### config.mk
export PLATFORM = sky130hd
export DESIGN_NAME = multi_evt_counter
export DESIGN_NICKNAME = d
export VERILOG_FILES = /design/src/rtl/multi_evt_counter.sv
export SDC_FILE = /design/constraint.sdc
export NUM_CORES = 1
export LEC_CHECK = 0
export BUFFER_PORTS_ARGS = -buffer_cell sky130_fd_sc_hd__buf_2
export CORE_MARGIN = 2
export CORE_UTILIZATION = 55
export DETAILED_ROUTE_END_ITERATION = 7
export PLACE_DENSITY = 0.77
export SETUP_SLACK_MARGIN = 0.15
export SLEW_MARGIN = 20
export SYNTH_ARGS = -nofsm -noshare
export SYNTH_HDL_FRONTEND = slang
export SYNTH_SLANG_ARGS = --single-unit
### constraint.sdc
create_clock -name clk_in -period 5.4 [get_ports clk_in]
set_clock_uncertainty 0.05 [all_clocks]
set_input_delay 0.54 -clock clk_in [delete_from_list [all_inputs] [get_ports clk_in]]
set_output_delay 0.54 -clock clk_in [all_outputs]
set_load 0.03 [all_outputs]
### src/rtl/multi_evt_counter.sv
// Multi-channel up/down event counter with wrap or saturate at MAX_COUNT.
// Define MULTI_EVT_COUNTER_EDGE_EN to count rising edges of evt_in instead of levels.
module multi_evt_counter #(
    parameter int unsigned      WIDTH     = 16,
    parameter int unsigned      CHANNELS  = 4,
    parameter logic [WIDTH-1:0] MAX_COUNT = {WIDTH{1'b1}},
    parameter bit               SATURATE  = 1'b0
) (
    input  logic                      clk_in,
    input  logic                      rst_n_in,
    input  logic [CHANNELS-1:0]       evt_in,
    input  logic [CHANNELS-1:0]       dir_in,
    input  logic [CHANNELS-1:0]       clr_in,
    input  logic [CHANNELS-1:0]       load_in,
    input  logic [WIDTH-1:0]          load_val_in,
    output logic [CHANNELS*WIDTH-1:0] count_out,
    output logic [CHANNELS-1:0]       tc_out,
    output logic [CHANNELS-1:0]       sat_out
);

    localparam logic [WIDTH-1:0] ONE    = WIDTH'(1);
    localparam logic [WIDTH-1:0] MAX_M1 = MAX_COUNT - ONE;

    logic [CHANNELS-1:0] evt;
    logic [WIDTH-1:0]    load_clamped;

`ifdef MULTI_EVT_COUNTER_EDGE_EN
    logic [CHANNELS-1:0] evt_q;

    always_ff @(posedge clk_in or negedge rst_n_in) begin
        if (!rst_n_in) begin
            evt_q <= '0;
        end else begin
            evt_q <= evt_in;
        end
    end

    assign evt = evt_in & ~evt_q;
`else
    assign evt = evt_in;
`endif

    assign load_clamped = (load_val_in > MAX_COUNT) ? MAX_COUNT : load_val_in;

    for (genvar i = 0; i < CHANNELS; i++) begin : g_ch
        logic [WIDTH-1:0] cnt_q;
        logic [WIDTH-1:0] cnt_d;
        logic             tc_q;
        logic             tc_d;
        logic             sat_q;
        logic             sat_d;
        logic             at_max;
        logic             at_zero;

        assign at_max  = (cnt_q == MAX_COUNT);
        assign at_zero = (cnt_q == '0);

        always_comb begin
            cnt_d = cnt_q;
            tc_d  = 1'b0;
            if (clr_in[i]) begin
                cnt_d = '0;
            end else if (load_in[i]) begin
                cnt_d = load_clamped;
            end else if (evt[i]) begin
                if (dir_in[i]) begin
                    if (!at_max) begin
                        cnt_d = cnt_q + ONE;
                        tc_d  = SATURATE && (cnt_q == MAX_M1);
                    end else if (!SATURATE) begin
                        cnt_d = '0;
                        tc_d  = 1'b1;
                    end
                end else begin
                    if (!at_zero) begin
                        cnt_d = cnt_q - ONE;
                        tc_d  = SATURATE && (cnt_q == ONE);
                    end else if (!SATURATE) begin
                        cnt_d = MAX_COUNT;
                        tc_d  = 1'b1;
                    end
                end
            end
        end

        // Saturation flag tracks the limit in the direction just sampled.
        always_comb begin
            sat_d = 1'b0;
            if (SATURATE) begin
                sat_d = dir_in[i] ? (cnt_d == MAX_COUNT) : (cnt_d == '0);
            end
        end

        always_ff @(posedge clk_in or negedge rst_n_in) begin
            if (!rst_n_in) begin
                cnt_q <= '0;
                tc_q  <= 1'b0;
                sat_q <= 1'b0;
            end else begin
                cnt_q <= cnt_d;
                tc_q  <= tc_d;
                sat_q <= sat_d;
            end
        end

        assign count_out[i*WIDTH +: WIDTH] = cnt_q;
        assign tc_out[i]                   = tc_q;
        assign sat_out[i]                  = sat_q;
    end

endmodule

---- After elaboration in Yosys (flattened, before gate mapping) ----
Cells that the tools add are included.
Widths: inputs -> output; s select.
cells by class
  add/subtract/negate cells ............... 8
  $lt $le $gt $ge ......................... 1
  equal/unequal tests ..................... 4
  multiplexer cells ....................... 49
  reductions and logical operators ........ 8
operators by type and width
  cell                   number
  $mux 16                25
  $add 16x1->16 const B  4
  $eq 16x16->1 const B   4
  $logic_not 16->1       4
  $sub 16x1->16 const B  4
  $mux 1                 24
  $gt 16x16->1 const B   1
  $reduce_bool 3->1      4
storage, ports and cells
  bits in registers ....................... 68
  input port bits ......................... 34
  output and inout port bits .............. 72
  logic and storage cells ................. 78

---- Depth between registers and ports, before layout ----
  depth in word-level cells ............... 6
  mapped depth ............................ 9

---- Worst setup path after synthesis ----
No wires, ideal clock.
  path type ............................... register to register
  start ................................... register g_ch[0].cnt_q[0]
  end ..................................... register g_ch[0].cnt_q[12]
  arrival time ............................ 2548 ps
  required time ........................... 5232 ps
  path slack .............................. 2684 ps
  cell stages (with the launch flop) ...... 10
  path buffers ............................ 2
  clock period less this slack ............ 2716 ps
  cells stage by stage .................... dfrtp_1 clkbuf_1 inv_1 ha_1 or4b_1 clkbuf_1 or4_1 o41ai_1 o21ai_0 a21o_1
between the ends
  cells in the longest elaborated chain, start to end .. 6
  elaborated cells between the ends (all ways) .. 10
ends and longest elaborated chain
  element                                line    RTL
  start: declaration                     46      logic [WIDTH-1:0] cnt_q;
  start signal: assignment               100     cnt_q <= cnt_d;
  $sub 16x1->16 (tied with other cells)  76      cnt_d = cnt_q - ONE;
  $mux 16 (on tied branches)             75, 67
  $mux 16 (*)                            66      if (dir_in[i]) begin
  $mux 16 (*)                            65      end else if (evt[i]) begin
  $mux 16 (*)                            63      end else if (load_in[i]) begin
  $mux 16 (*)                            61      if (clr_in[i]) begin
Every way passes the cells marked *; elsewhere a longest branch is shown, timed or not. The select of a mux whose other input is x is not followed.
A chain may end at the register's enable or synchronous reset.

---- Worst setup path after layout ----
  start ................................... register g_ch[0].cnt_q[0]
  end ..................................... register g_ch[0].cnt_q[10]
Same word-level chain as after synthesis.

==> results by group <==
Clocking
  – Total CTS buffers: 9
  – CTS clk-pin slew, worst paths: 0.06 ns
  – Clk_lat worst skew: 0.35 ns
  – TritonCTS Sinks: 68
  – CTS tree: done
  – Post-CTS resize count: 0
  – Hold-fix buffers, CTS: 0
  – Max clock buf depth: 2
  – CTS H-Tree Depth: 3
  – Root buffer cell: clkbuf_16
  – Postcts setup bufs: 0

Power and ir drop
  – Worst IR Drop VDD: 0.1410 mV
  – Leakage: 2.910 nW
  – PD cells: 240.9 nW/um^2

Logic synthesis
  – Seq cells post-synth: 68
  – Post-synth top area cell: dfrtp_1
  – Dominant synthesized flop cell: dfrtp_1
  – Register area share after synthesis: 0.2509
  – Ys async rst share: 1.000
  – Syn Std Cell Area: 6783 um^2
  – Leading post-synthesis cells by cell area: dfrtp_1 (25%), a21oi_1 (5.8%), clkbuf_1 (4.5%)
  – Netlist cell types: 74
  – Syn. warnings: 0
  – Synthesized instance count: 899
  – Post-synth EDFFs: 0
  – Top cell type's share of synthesized area: 0.2509
  – Mapped Avg Cell Area: 7.545 um^2

Global routing
  – Pin count of the biggest net entering global routing: 69
  – Met1 GRT Util: 0.4664
  – First-pass GRT wire length: 35640 um
  – Global Route met3 Usage: 0.08329
  – GRT Max-Usage Layer: met2
  – Total GRT Usage: 0.3360
  – Met2 track demand over resource: 0.4898
  – GRT overflow: 0
  – Vias in the first global route: 6790
  – Initial antenna violation count: 0

Finish
  – ANT cells: 0
  – Share of cells above drive strength 1: 0.1553
  – Synth-to-layout area growth: 8.467%
  – Layout Utilization: 0.6125
  – Nets@finish: 963

Die
  – Starting density of the core: 0.5647
  – Die Y: 115.1 um
  – # IOs: 106
  – Die span in x: 115.1 um
  – Cell row count: 40
  – Core region area: 12010 um^2
  – Die area: 13240 um^2

Timing
  – Minimum clock period: 3.018 ns
  – Final Hold Viols: 0
  – Max Transition Viols Final: 0
  – Worst-margin pin slew: 0.9415 ns
  – RSZ-0062 raised after global routing: no
  – Total negative slack: 0 ns
  – Slew HR: 0.3675
  – Maximum clock frequency: 331.4 MHz
  – Crit share post-route: 0.5588
  – Final setup fails: 0
  – Hold slack final: 0.2787 ns

Worst setup path
  – Highest-delay cell along the critical path: or4b_2
  – RR Endpoint: g_ch[0].cnt_q[10]
  – Crit path kind: flop to flop
  – Crit-path cells: inv_1 -> ha_1 -> or4b_2 -> nor4_1 -> buf_4 -> nor3_1 -> nor4b_1 -> a211o_1
  – Crit start category: flop
  – Register-to-Register Path Depth: 8
  – Req. time, crit path: 5.63 ns
  – Crit Reg-Reg Startpoint: g_ch[0].cnt_q[0]
  – FF-to-FF setup slack: 2.38 ns
  – Max FO, Critical Path: 12
  – Slowest cell delay on critical path: 0.58 ns
  – Arrival time at the worst endpoint: 3.25 ns
  – Worst Setup End Kind: flop

Status
  – Outcome: finished, final reports clean

Routing
  – Drt pass-1 iters: 5
  – Via count: 7545
  – Vias/cell: 7.065
  – ANT nets after route: 0
  – Drt wl/cell: 20.55 um
  – Drt drc: 0
  – Detailed Route WL: 21950 um
  – Starting DRC count in detailed routing: 1034

Placed design
  – IO Port Bufs: 101
  – Detailed placement HPWL: 14590 um
  – Gpl congestion: 0.9143

Hold path
  – Hold Crit Class: input pin to async pin

Flow run
  – Max-Cap Viols: 0
==> power breakdown <==
group	total [mW]	internal, mW	switching, mW
clock	0.570	0.333	0.237
combinational	0.554	0.192	0.361
sequential	0.649	0.545	0.104
==> worst max-delay path: cells and delay by family (launching register included) <==
kind                     cells  cell delay (ns)
AO/OA/AOI/OAI                1             0.15
flip-flops                   1             0.50
buffers and inverters        2             0.47
AND/OR/NAND/NOR              4             1.59
adder cells (fa/ha/maj)      1             0.19
==> kinds of logic (layout without fill, tap and decap cells) <==
group / count (synthesis) / count (layout) / share of synthesized area
other: 1 / 4 / 0.0005529
buffers and inverters: 132 / 151 / 0.08043
AND/OR/NAND/NOR: 361 / 361 / 0.3023
multiplexers: 7 / 7 / 0.01125
XOR/XNOR: 32 / 32 / 0.04132
flip-flops: 68 / 68 / 0.2509
adder cells (fa/ha/maj): 12 / 12 / 0.02214
AO/OA/AOI/OAI: 286 / 286 / 0.2911
==> layout make-up <==
| cell class | count | area, um^2 |
|---|---|---|
| clock inverters | 2 | 10.01 |
| multi-input cells | 702 | 4554 |
| fillers | 1113 | 4654 |
| clock buffers | 13 | 260.3 |
| inverters | 33 | 123.9 |
| flip-flops and latches | 68 | 1702 |
| repair buffers | 103 | 523.0 |
| well taps | 147 | 183.9 |
==> metal layers <==
| metal | wire length [um] | share of wire |
|---|---|---|
| met2 | 9655 | 0.44 |
| met1 | 9134 | 0.42 |
| met4 | 724 | 0.033 |
| met3 | 2435 | 0.11 |
| met5 | 0 | 0 |
==> layout by cell type (no fill, tap or decap), types with 14 or more instances in the layout <==
cell type,instances
dfrtp_1,68
xor2_1,20
nand4_1,39
nor3_1,35
nor3b_1,32
nand3_1,32
o31ai_1,16
nor4_1,19
a21oi_1,78
nor2_1,53
o21ai_0,39
nand2_1,60
and4_1,14
o22ai_1,14
a221oi_1,14
inv_1,30
buf_2,100
==> metrics by stage <==
| step | power, mW | instance area [um^2] | std cells | worst slack (ns) |
|---|---|---|---|---|
| floorplan | 1.047 | 6794 | 902 | 2.684 |
| global placement | 1.188 | 7079 | 1053 | 2.608 |
| detailed placement | 1.194 | 7079 | 1053 | 2.460 |
| CTS | 1.765 | 7350 | 1068 | 2.424 |
| global route | 1.856 | 7357 | 1068 | 2.244 |
| finish | 1.772 | 7357 | 1068 | 2.382 |
==> state kept, by name, indices dropped and copies added (netlist names) <==
register / flops
g_ch.cnt_q: 64
g_ch.tc_q: 4
==> how the worst max path moves through the flow <==
stage                           from                 to  slack, ns  cells after the start
finish              g_ch[0].cnt_q[0]  g_ch[0].cnt_q[10]       2.38                      8
global route        g_ch[0].cnt_q[0]  g_ch[0].cnt_q[10]       2.24                      8
floorplan           g_ch[0].cnt_q[0]  g_ch[0].cnt_q[12]       2.68                      9
CTS                 g_ch[0].cnt_q[0]  g_ch[0].cnt_q[10]       2.42                      8
detailed placement  g_ch[0].cnt_q[0]  g_ch[0].cnt_q[10]       2.46                      8
global placement    g_ch[0].cnt_q[0]   g_ch[0].cnt_q[2]       2.61                      8
==> cell usage after synthesis, types with 11 or more instances <==
master / n
clkbuf_1: 82
a21oi_1: 78
dfrtp_1: 68
nand2_1: 60
nor2_1: 53
nand4_1: 39
o21ai_0: 39
nor3_1: 35
nand3_1: 32
nor3b_1: 32
inv_1: 30
xor2_1: 20
nor4_1: 19
o31ai_1: 16
a221oi_1: 14
and4_1: 14
o22ai_1: 14
and3_1: 12
ha_1: 12
xnor2_1: 12
a31oi_1: 11
Power figures use the tool's default switching activity.
